`src/rtl/mem_stage_if.sv`:
```
// mem_stage_if: data-memory req/ack bus between the MEM stage (master) and memory (slave).
interface mem_stage_if;
    logic        req;
    logic        we;
    logic [31:0] addr;
    logic [31:0] wdata;
    logic [3:0]  be;
    logic [31:0] rdata;
    logic        ack;
    modport master (output req, we, addr, wdata, be, input rdata, ack);
    modport slave  (input req, we, addr, wdata, be, output rdata, ack);
endinterface

```
`src/rtl/mem_stage.sv`:
```
// mem_stage: pipeline MEM stage; registers execute outputs, resolves PCSrc, runs dmem
// req/ack accesses with big-endian lane steering and presents a registered writeback bundle.
module mem_stage #(
    parameter int TIMEOUT = 64
) (
    input  logic        clk,
    input  logic        reset,
    input  logic        MemWr,
    input  logic        MemtoReg,
    input  logic        RegWr,
    input  logic        Branch,
    input  logic        Zero,
    input  logic        Jump,
    input  logic        Jal,
    input  logic        Loadext,
    input  logic [1:0]  Dsize,
    input  logic [1:0]  FPoint,
    input  logic [31:0] ALUout,
    input  logic [31:0] BusB,
    input  logic [31:0] BranchTarget,
    input  logic [31:0] Delayslot2,
    input  logic [4:0]  Rw,
    mem_stage_if.master dmem,
    output logic        stall,
    output logic        PCSrc,
    output logic [31:0] BranchTargetOut,
    output logic        wbRegWr,
    output logic        wbMemtoReg,
    output logic        wbJal,
    output logic [1:0]  wbFPoint,
    output logic [4:0]  wbRw,
    output logic [31:0] wbALUout,
    output logic [31:0] wbMemData,
    output logic [31:0] wbDelayslot2,
    output logic        mem_err
);
    localparam int CW = $clog2(TIMEOUT + 1);
    typedef enum logic [1:0] {IDLE, ACCESS, DONE} state_e;
    state_e state_q, state_d;
    logic [CW-1:0] cnt_q, cnt_d;
    logic memwr_q, memtoreg_q, regwr_q, branch_q, zero_q, jal_q, loadext_q;
    logic [1:0] dsize_q, fpoint_q;
    logic [31:0] aluout_q, busb_q, target_q, dslot_q;
    logic [4:0] rw_q;
    logic is_mem, is_byte, is_half, is_word, misal, go, load, ack, tmo, cap;
    logic [3:0] be;
    logic [31:0] wdata, ld;
    logic [7:0] rbyte;
    logic [15:0] rhalf;
    logic unused_jump;
    assign unused_jump = Jump;
    assign is_mem  = memwr_q || memtoreg_q;
    assign is_byte = dsize_q == 2'b10;
    assign is_half = dsize_q == 2'b01;
    assign is_word = !is_byte && !is_half;
    assign misal   = (is_half && aluout_q[0]) || (is_word && aluout_q[1:0] != 2'b00);
    assign go      = is_mem && !misal;
    assign load    = memtoreg_q && !memwr_q;
    assign ack     = state_q == ACCESS && dmem.ack;
    assign tmo     = state_q == ACCESS && !dmem.ack && cnt_q == CW'(TIMEOUT - 1);
    // A timed-out access counts as completed so the stalled op is released.
    assign stall   = state_q == ACCESS ? !dmem.ack && !tmo : go;
    assign cap     = state_q == ACCESS ? ack : !is_mem;
    assign PCSrc   = branch_q && zero_q;
    assign BranchTargetOut = target_q;
    always_comb begin
        state_d = state_q;
        cnt_d   = '0;
        if (state_q == ACCESS) begin
            cnt_d   = cnt_q + 1'b1;
            state_d = ack ? ((MemWr || MemtoReg) ? DONE : IDLE) : tmo ? IDLE : ACCESS;
        end else begin
            state_d = go ? ACCESS : IDLE;
        end
    end
    // Lane 0 is the most significant byte (big-endian).
    always_comb begin
        be    = is_byte ? 4'b1000 >> aluout_q[1:0] : is_half ? (aluout_q[1] ? 4'b0011 : 4'b1100) : 4'b1111;
        wdata = is_byte ? {4{busb_q[7:0]}} : is_half ? {2{busb_q[15:0]}} : busb_q;
        rbyte = dmem.rdata[{~aluout_q[1:0], 3'b000} +: 8];
        rhalf = dmem.rdata[{~aluout_q[1], 4'b0000} +: 16];
        ld    = is_byte ? {{24{loadext_q && rbyte[7]}}, rbyte}
              : is_half ? {{16{loadext_q && rhalf[15]}}, rhalf} : dmem.rdata;
    end
    assign dmem.req   = state_q == ACCESS;
    assign dmem.we    = dmem.req && memwr_q;
    assign dmem.addr  = dmem.req ? {aluout_q[31:2], 2'b00} : '0;
    assign dmem.be    = dmem.req ? be : '0;
    assign dmem.wdata = dmem.req ? wdata : '0;
    always_ff @(posedge clk) begin
        if (reset) begin
            state_q <= IDLE;
            cnt_q   <= '0;
            {memwr_q, memtoreg_q, regwr_q, branch_q, zero_q, jal_q, loadext_q, dsize_q, fpoint_q,
             aluout_q, busb_q, target_q, dslot_q, rw_q} <= '0;
            {wbRegWr, wbMemtoReg, wbJal, wbFPoint, wbRw, wbALUout, wbMemData, wbDelayslot2} <= '0;
            mem_err <= 1'b0;
        end else begin
            state_q <= state_d;
            cnt_q   <= cnt_d;
            if (!stall)
                {memwr_q, memtoreg_q, regwr_q, branch_q, zero_q, jal_q, loadext_q, dsize_q, fpoint_q,
                 aluout_q, busb_q, target_q, dslot_q, rw_q} <= {MemWr, MemtoReg, RegWr, Branch, Zero,
                 Jal, Loadext, Dsize, FPoint, ALUout, BusB, BranchTarget, Delayslot2, Rw};
            if ((is_mem && misal) || tmo)
                mem_err <= 1'b1;
            wbRegWr <= 1'b0;
            if (cap) begin
                wbRegWr      <= regwr_q;
                wbMemtoReg   <= memtoreg_q;
                wbJal        <= jal_q;
                wbFPoint     <= fpoint_q;
                wbRw         <= rw_q;
                wbALUout     <= aluout_q;
                wbDelayslot2 <= dslot_q;
                if (load)
                    wbMemData <= ld;
            end
        end
    end
endmodule

```
`src/flat_wrapper.sv`:
```
// flat-port wrapper written by rule: the top's interface ports become plain ports
module mem_stage_flat 
#(
    parameter int TIMEOUT = 64
)
  (clk, reset, MemWr, MemtoReg, RegWr, Branch, Zero, Jump, Jal, Loadext, Dsize, FPoint, ALUout, BusB, BranchTarget, Delayslot2, Rw, stall, PCSrc, BranchTargetOut, wbRegWr, wbMemtoReg, wbJal, wbFPoint, wbRw, wbALUout, wbMemData, wbDelayslot2, mem_err, dmem_req, dmem_we, dmem_addr, dmem_wdata, dmem_be, dmem_rdata, dmem_ack);
  mem_stage_if dmem_i ();
  input  logic clk;
  input  logic reset;
  input  logic MemWr;
  input  logic MemtoReg;
  input  logic RegWr;
  input  logic Branch;
  input  logic Zero;
  input  logic Jump;
  input  logic Jal;
  input  logic Loadext;
  input  logic [1:0] Dsize;
  input  logic [1:0] FPoint;
  input  logic [31:0] ALUout;
  input  logic [31:0] BusB;
  input  logic [31:0] BranchTarget;
  input  logic [31:0] Delayslot2;
  input  logic [4:0] Rw;
  output logic stall;
  output logic PCSrc;
  output logic [31:0] BranchTargetOut;
  output logic wbRegWr;
  output logic wbMemtoReg;
  output logic wbJal;
  output logic [1:0] wbFPoint;
  output logic [4:0] wbRw;
  output logic [31:0] wbALUout;
  output logic [31:0] wbMemData;
  output logic [31:0] wbDelayslot2;
  output logic mem_err;
  output wire logic [$bits(dmem_i.req)-1:0] dmem_req;
  output wire logic [$bits(dmem_i.we)-1:0] dmem_we;
  output wire logic [$bits(dmem_i.addr)-1:0] dmem_addr;
  output wire logic [$bits(dmem_i.wdata)-1:0] dmem_wdata;
  output wire logic [$bits(dmem_i.be)-1:0] dmem_be;
  input wire logic [$bits(dmem_i.rdata)-1:0] dmem_rdata;
  input wire logic [$bits(dmem_i.ack)-1:0] dmem_ack;
  assign dmem_req = dmem_i.req;
  assign dmem_we = dmem_i.we;
  assign dmem_addr = dmem_i.addr;
  assign dmem_wdata = dmem_i.wdata;
  assign dmem_be = dmem_i.be;
  assign dmem_i.rdata = dmem_rdata;
  assign dmem_i.ack = dmem_ack;
  mem_stage #(.TIMEOUT(TIMEOUT)) u_core (.clk(clk), .reset(reset), .MemWr(MemWr), .MemtoReg(MemtoReg), .RegWr(RegWr), .Branch(Branch), .Zero(Zero), .Jump(Jump), .Jal(Jal), .Loadext(Loadext), .Dsize(Dsize), .FPoint(FPoint), .ALUout(ALUout), .BusB(BusB), .BranchTarget(BranchTarget), .Delayslot2(Delayslot2), .Rw(Rw), .dmem(dmem_i), .stall(stall), .PCSrc(PCSrc), .BranchTargetOut(BranchTargetOut), .wbRegWr(wbRegWr), .wbMemtoReg(wbMemtoReg), .wbJal(wbJal), .wbFPoint(wbFPoint), .wbRw(wbRw), .wbALUout(wbALUout), .wbMemData(wbMemData), .wbDelayslot2(wbDelayslot2), .mem_err(mem_err));
endmodule
```
`config.mk`:
```
export PLATFORM = sky130hd
export DESIGN_NAME = mem_stage_flat
export DESIGN_NICKNAME = d
export VERILOG_FILES = /design/src/rtl/mem_stage_if.sv /design/src/rtl/mem_stage.sv /design/src/flat_wrapper.sv
export SDC_FILE = /design/constraint.sdc
export NUM_CORES = 1
export LEC_CHECK = 0
export ABC_AREA = 0
export BUFFER_PORTS_ARGS = -buffer_cell sky130_fd_sc_hd__buf_2
export CAP_MARGIN = 5
export CORE_ASPECT_RATIO = 0.7
export CORE_UTILIZATION = 55
export DETAILED_ROUTE_END_ITERATION = 10
export GPL_TIMING_DRIVEN = 0
export PLACE_DENSITY = 0.86
export SYNTH_ARGS = -nofsm -noshare
export SYNTH_HDL_FRONTEND = slang
export SYNTH_SLANG_ARGS = --single-unit
```
`constraint.sdc`:
```
create_clock -name clk -period 2.8 [get_ports clk]
set_clock_uncertainty 0.15 [all_clocks]
set_input_delay 0.42 -clock clk [delete_from_list [all_inputs] [get_ports clk]]
set_output_delay 0.42 -clock clk [all_outputs]
set_load 0.01 [all_outputs]
```
# Word-level counts from Yosys, hierarchy flattened
# Cells that the tools add are included.
[classes] bitwise_logic=4 n_eq_ne=4 n_reduce_logical=29 muxes=17 n_addsub=1 n_shift=3
[ops] op="two-way mux 32 bit" count=6
[ops] op="variable part select 32 x 6 -> 16 bit" count=1
[ops] op="variable part select 32 x 6 -> 8 bit" count=1
[ops] op="two-way mux 4 bit" count=4
[ops] op="logical AND 1 bit" count=14
[ops] op="adder 7 x 1 -> 7 bit, second input constant" count=1
[ops] op="== test 7 x 6 -> 1 bit, second input constant" count=1
[ops] op="zero test 1 bit" count=7
[ops] op="two-way mux 2 bit" count=3
[ops] op="== test 2 x 1 -> 1 bit, second input constant" count=2
[ops] op="logical OR 1 bit" count=4
[ops] op="two-way mux 1 bit" count=4
[ops] op="OR reduction 2 bit" count=2
[ops] op="right shift 4 x 2 -> 4 bit, first input constant" count=1
[ops] op="NOT 1 bit" count=3
[ops] op="== test 2 bit, second input constant" count=1
[ops] op="NOT 2 bit" count=1
[ops] op="AND reduction 2 bit" count=1
[ops] op="nonzero test 2 bit" count=1
[word_totals] out_inout_bits=211 in_bits=180 regBits=260

# Longest topological paths before layout
# Gate-level depths: netlist of run 1.
[depth] ltp_word=9 depth_mapped=9 mapped_depth_nobuf=6

# Worst setup path before layout of run 1
# OpenSTA, ideal clock, no wires.
[synth_timing] kind="flip-flop to output port" from="register u_core.dsize_q[0]" to="output dmem_wdata[16]" slack_ps=675 path_stages_with_launch=8 t_arrival_ps=1555 path_buffers=2 cell_sequence="dfxtp_1 inv_1 ha_1 buf_2 clkbuf_1 nor2_1 nand2_1 a21oi_1"
[synth_between] elab_chain_cells=4
[synth_lines] item="start, declared" line="mem_stage.sv:42" text="logic [1:0] dsize_q, fpoint_q;"
[synth_lines] item="== test 2 x 1 -> 1 bit" line="mem_stage.sv:54" text="assign is_half = dsize_q == 2'b01;"
[synth_lines] item="two-way mux 32 bit" line="mem_stage.sv:79" text="wdata = is_byte ? {4{busb_q[7:0]}} : is_half ? {2{busb_q[15:0]}} : busb_q;"
[synth_lines] item="two-way mux 32 bit (*)" line="mem_stage.sv:79"
[synth_lines] item="two-way mux 32 bit (*)" line="mem_stage.sv:89" text="assign dmem.wdata = dmem.req ? wdata : '0;"
[synth_lines] item="end, declared" line="flat_wrapper.sv:40" text="output wire logic [$bits(dmem_i.wdata)-1:0] dmem_wdata;"
# Mark *: on every way between the ends. The rest lies on a longest branch, timed or not.

# Worst setup path in the final report of run 1
[layout_timing] from="register u_core.dsize_q[0]" to="output dmem_wdata[10]"
[layout_between] elab_chain_cells=3
[layout_lines] item="== test 2 bit" line="mem_stage.sv:53" text="assign is_byte = dsize_q == 2'b10;"
[layout_lines] item="two-way mux 32 bit" line="mem_stage.sv:79"
[layout_lines] item="two-way mux 32 bit" line="mem_stage.sv:89"
# Every way passes these cells.

==> results of run 1 <==
[logic make-up (layout without fill, tap and decap cells)]
family / Yosys count / in the layout / share of synthesized area [%]
flip-flops: 260 / 260 / 43.61
buffers and inverters: 116 / 562 / 4.990
XOR/XNOR: 3 / 3 / 0.2202
other: 1 / 4 / 0.03142
multiplexers: 170 / 170 / 14.37
AO/OA/AOI/OAI: 186 / 186 / 9.404
AND/OR/NAND/NOR: 615 / 615 / 26.95
adder cells (fa/ha/maj): 4 / 4 / 0.4193
[routing by layer]
layer	wire length [um]	global-route usage (%)
met1	15570	42.25
met2	16460	50.35
met3	3194	6.356
met4	1613	13.47
met5	0	0
[synth_stat cells]
library cell / n
dfxtp_1: 260
a21oi_1: 110
a31oi_4: 1
mux2_2: 1
a21o_1: 8
nor3_2: 1
nor2_1: 83
xnor2_1: 1
xor2_1: 2
nand3b_2: 1
and2b_1: 3
mux4_2: 1
nand2b_1: 294
o21bai_1: 16
buf_2: 17
buf_1: 1
inv_1: 6
a221oi_1: 1
a21boi_0: 1
a211oi_1: 32
nand3_1: 3
or3_1: 2
nor3_1: 1
ha_1: 4
inv_2: 2
o21ai_0: 12
nor2b_1: 14
buf_6: 16
nand2_1: 172
o32a_1: 1
conb_1: 1
buf_4: 5
clkbuf_1: 69
and2_1: 41
o31ai_4: 1
o21a_1: 2
mux2i_1: 168
o211ai_1: 1
[area by class of cell]
class | count | area share (%)
inverters | 8 | 0.1960
clock buffers | 34 | 4.564
repair buffers | 401 | 13.55
diodes | 2 | 0.03266
clock inverters | 12 | 1.298
well taps | 276 | 2.253
multi-input cells | 980 | 40.22
flip-flops and latches | 260 | 33.97
plain buffers | 107 | 3.911
[stage by stage]
stage | cell area (sq um) | hold slack [ps] | power, mW | worst slack (ps)
global route | 15320 | 9.747 | 14.12 | 9.301
finish | 15320 | 12.90 | 13.48 | 101.2
CTS | 15270 | 0.07655 | 13.41 | 3.710
floorplan | 11940 | 267.6 | 8.130 | 675.2
detailed placement | 14220 | 291.1 | 9.684 | 200.1
global placement | 14220 | 277.1 | 9.571 | 201.1
[state kept, by name (all words and copies together) (netlist names), 5 cells and up]
| register | cells |
|---|---|
| u_core.BranchTargetOut | 32 |
| u_core.aluout_q | 32 |
| u_core.busb_q | 32 |
| u_core.cnt_q | 7 |
| u_core.dslot_q | 32 |
| u_core.rw_q | 5 |
| u_core.wbALUout | 32 |
| u_core.wbDelayslot2 | 32 |
| u_core.wbMemData | 32 |
| u_core.wbRw | 5 |
[path summary, 6_finish.rpt]
path                                 from                          to  slack, ps  depth (start not counted)
setup / recovery        u_core.dsize_q[0]              dmem_wdata[10]        100                          8
hold / removal           BranchTarget[29]  u_core.BranchTargetOut[29]         10                          3
setup reg to reg        u_core.dsize_q[1]         u_core.aluout_q[26]        470                         10
hold reg to reg   u_core.wbDelayslot2[22]     u_core.wbDelayslot2[22]        300                          2
[worst max-delay path, delay by kind of cell (launching register included)]
kind / cells / cell delay, ps
adder cells (fa/ha/maj): 1 / 180
buffers and inverters: 5 / 780
flip-flops: 1 / 360
multiplexers: 1 / 130
AND/OR/NAND/NOR: 1 / 140
[what timing repair did]
action,4_1_cts,5_1_grt
resized for setup,14,17
setup buffers,0,2
pin swaps,0,1
endpoints found under the setup margin,26,37
hold endpoints to repair,13,0
hold buffers,13,0
[report_power, final]
| group | internal [mW] | switching [mW] |
|---|---|---|
| clock | 2.22 | 1.48 |
| sequential | 4.48 | 0.526 |
| combinational | 2.03 | 2.74 |
==> reports/metrics.yaml, run 1 <==
placement:
  dp.cells: 2018
  place.port_buffers: 386
  hpwl_mm: 27.23
  gp_congestion: 0.9579
sta:
  relSlewSlack_pct: 47.42
  final.min_clock_period_ps: 2699
  worst_slew_pin_slew_ps: 788.7
  finalCritPeriodShare_pct: 96.38
  slew_violations: 0
  rsz0062_at_grt: "no"
  tns_ps: 0
  fmax_ghz: 0.3705
  setup_viol: 0
  hold_violations: 0
grt:
  grt_antenna_before_repair: 2
  grt_pass1_wl_mm: 55.79
  grt-ovfl-total: 0
  grt_pass1_vias: 10470
  grt_usage_pct: 31.85
  grt_max_degree: 20
final_layout:
  final_cell_mix: "buf_2 (399), nand2b_1 (294), dfxtp_1 (259)"
  layout-drive-gt1-share_pct: 27.08
  ff_latch_area_sq_um: 5206
  final_common_cell: "buf_2"
  fin_util_pct: 73.06
  fin_nets: 1967
  area_delta_synth_final_pct: 28.40
  fill_cells: 1594
  instances_no_fill: 2080
  multiInputGateArea_sq_um: 6163
synthesis:
  synth.distinct_cells: 38
  seq_area_frac_synth_pct: 43.61
  synth_top_cell_area_share_pct: 43.61
  synth_cells: 1355
  synthesis.area_sq_um: 11940
  synth.avg_cell_area_sq_um: 8.808
  synth-warning-count: 0
  ys_ff_latch: 260
  ys_top_cells_by_area: "dfxtp_1 (44%), nand2b_1 (15%), mux2i_1 (14%)"
  yosys.area.top_type: "dfxtp_1"
clock_tree:
  cts_buffer_depth: 3
  cts_max_level: 1
  cts_root_buffer: "clkbuf_16"
  cts.sinks: 260
  cts_tree: "built"
  cts_buffers: 25
  clk_pin_slew_ps: 70
  clk_latency_ps: 520
routing:
  wl_per_cell_um: 17.71
  drt_iter0_drc: 788
  drc: 0
  ant_nets: 0
  vias: 11180
  dr.pass1.iters: 5
  avgViaCountPerCell: 5.376
  postRouteWirelength_mm: 36.83
floorplanning:
  core_region_area_sq_um: 20980
  die-area_sq_um: 22300
  rows: 44
  initial_core_util_pct: 56.90
  die_h_um: 125.3
  ios: 391
  die_width_um: 178.1
status:
  status: "complete, no violations"
run:
  drv_cap: 0
setup_path:
  cp-end-kind: "output port"
  critPathMaxStageDelay_ps: 360
  cp_cell_sequence: "inv_1 -> ha_1 -> clkbuf_4 -> clkbuf_8 -> buf_4 -> mux2i_1 -> nor2_1 -> buf_2"
  crit_fanout: 10
  worst-endpoint-required_ps: 2230
  critPathLaunchType: "flip-flop"
  critical_path_arrival_ps: 2130
  cpMaxStageDelayCell: "dfxtp_2"
  criticalPathCategory: "reg -> out"
hold_path:
  min-delay-path-class: "in -> reg"
power_and_ir_drop:
  pwr_density_cell_nw_per_um2: 879.7
  irDropWorstVdd_uv: 543.5
  p_leak_nw: 7.290
(Power assumes the default switching activity.)
==> inputs of run 2 (changes only) <==
- CORE_MARGIN: unset -> 5
- CORE_UTILIZATION: 55 -> 51
- MAX_ROUTING_LAYER: unset -> met4
- PLACE_DENSITY: 0.86 -> 0.8
- clock period: 2.8 -> 3 ns (I/O delays scaled with it)
==> run 2 against run 1 <==
  * Die area increased by 19%
  * Sequential cell count is the same
  * Total power fell by 6.9%
  * Largest cell class unchanged
  * Combinational power fell by 7.3%
  * Setup slack improved by 65 ps
  * Non-clock buffer count down 15
  * Count of clock-buffer cells in the layout up 4
  * Clock power fell by 6.5%
  * Critical path depth down 1
  * Global-route usage down 3.5 points
  * Hold slack improved by 20 ps
==> reports/metrics.yaml, run 2 (same netlist as run 1, synthesis figures left out) <==
status:
  status: "complete, no violations"  # unchanged
sta:
  hold_violations: 0  # unchanged
  final.min_clock_period_ps: 2834
  setup_viol: 0  # unchanged
  finalCritPeriodShare_pct: 94.45
  worst_slew_pin_slew_ps: 836.1  # was 788.7 ps
  rsz0062_at_grt: "no"  # unchanged
  relSlewSlack_pct: 44.26  # was 47.42%
  fmax_ghz: 0.3529
  tns_ps: 0  # unchanged
  slew_violations: 0  # unchanged
setup_path:
  cp-end-kind: "output port"  # unchanged
  crit_fanout: 10  # unchanged
  critical_path_arrival_ps: 2230  # was 2130 ps
  criticalPathCategory: "reg -> out"  # unchanged
  critPathLaunchType: "flip-flop"  # unchanged
  worst-endpoint-required_ps: 2400  # was 2230 ps
floorplanning:
  die_width_um: 192.8  # was 178.1 um
  die_h_um: 138.0  # was 125.3 um
  initial_core_util_pct: 52.23  # was 56.90%
  ios: 391  # unchanged
  core_region_area_sq_um: 22850  # was 20980 sq um
  rows: 46  # was 44
  die-area_sq_um: 26610  # was 22300 sq um
grt:
  grt_max_degree: 15  # was 20
  grt_pass1_wl_mm: 57.84  # was 55.79 mm
  grt_usage_pct: 28.33  # was 31.85%
  grt_pass1_vias: 10760  # was 10470
  grt_antenna_before_repair: 7  # was 2
  grt-ovfl-total: 0  # unchanged
routing:
  avgViaCountPerCell: 5.217  # was 5.376
  wl_per_cell_um: 18.47  # was 17.71 um
  postRouteWirelength_mm: 38.91  # was 36.83 mm
  drt_iter0_drc: 643  # was 788
  ant_nets: 0  # unchanged
  dr.pass1.iters: 5  # unchanged
  vias: 10990  # was 11180
  drc: 0  # unchanged
final_layout:
  final_common_cell: "buf_2"  # unchanged
  fin_area_sq_um: 15210  # was 15320 sq um
  layout-drive-gt1-share_pct: 26.85  # was 27.08%
  fin_nets: 1953  # was 1967
  area_delta_synth_final_pct: 27.41  # was 28.40%
  final_cell_mix: "buf_2 (400), nand2b_1 (294), dfxtp_1 (259)"  # was buf_2 (399), nand2b_1 (294), dfxtp_1 (259)
clock_tree:
  clk_latency_ps: 520  # about the same
  postCtsSetupBuffers: 0  # unchanged
  cts.sinks: 260  # unchanged
  cts_buffer_depth: 3  # unchanged
  cts_buffers: 26  # was 25
  cts_root_buffer: "clkbuf_16"  # unchanged
  cts_tree: "built"  # unchanged
  cts_max_level: 1  # unchanged
  clk_pin_slew_ps: 70  # about the same
power_and_ir_drop:
  irDropWorstVdd_uv: 378.5  # was 543.5 uV
  p_leak_nw: 7.211  # was 7.290 nW
  pwr_density_cell_nw_per_um2: 825.7  # was 879.7 nW/um^2
hold_path:
  min-delay-path-class: "in -> reg"  # unchanged
run:
  drv_cap: 0  # unchanged
placement:
  placed_area_sq_um: 14260  # was 14220 sq um
  hpwl_mm: 29.39  # was 27.23 mm
  place.port_buffers: 386  # unchanged
  gp_congestion: 0.9017  # was 0.9579
## run 2: cell types whose count changed in the layout (fill, tap and decap cells not counted), sizes merged
cell / change
buf: -1
bufinv: -1
clkbuf: +3
diode: +5
dlygate4sd3: -13
inv: -2
## run 2: cell type report
cell class	instances	area, sq um
fillers	1963	7642
multi-input cells	980	6145
flip-flops and latches	260	5206
repair buffers	386	1932
clock buffers	38	757.0
plain buffers	107	578.1
well taps	312	390.4
clock inverters	9	151.4
inverters	8	30.03
diodes	7	17.52
## run 2: worst max-delay path: stages (launching register included)
cell and delay, ps:
dfxtp_1 360, inv_1 80, ha_1 200, clkbuf_2 220
nor2_1 270, o21a_2 300, and2_1 150, buf_2 120
## run 2: path summary, 6_finish.rpt
kind,to,slack (ps),from,cells after the start
worst max-delay path,dmem_be[0],170,u_core.dsize_q[1],7
worst min-delay path,u_core.dsize_q[0],30,Dsize[0],3
worst max register to register,u_core.wbMemData[2],630,u_core.dsize_q[0],7
worst min register to register,u_core.wbDelayslot2[14],300,u_core.wbDelayslot2[14],2
## run 2: through the flow
step	setup slack [ps]	hold slack, ps	utilization [%]	instances	power (mW)
global route	15.74	15.50	66.54	2106	13.18
finish	166.4	33.14	66.55	2107	12.56
CTS	17.37	20.16	66.43	2101	12.59
floorplan	845.2	267.6	-	1356	7.588
global placement	276.4	276.7	62.41	2054	8.997
detailed placement	262.7	287.4	62.41	2054	9.105
## run 2: what timing repair did
action / CTS / global route
hold buffers: 0 / 0
setup endpoints to repair: 26 / 25
pin swaps: 0 / 0
cloned: 0 / 0
resized for setup: 5 / 16
hold endpoints to repair: 0 / 0
## run 2: power by group
part           total, mW  switching [mW]  internal (mW)
logic               4.42            2.58           1.84
registers           4.68           0.494           4.18
clock network       3.46            1.37           2.09
total               12.6            4.44           8.11
## run 2: layer usage
layer  share of wire (%)  up-vias  global-route usage, %
li1                    -     5257                      -
met1                  44     5181                  38.29
met2                  45      494                  43.83
met3                 8.6       60                  5.008
met4                 2.5        0                  8.472
met5                   0        -                      -
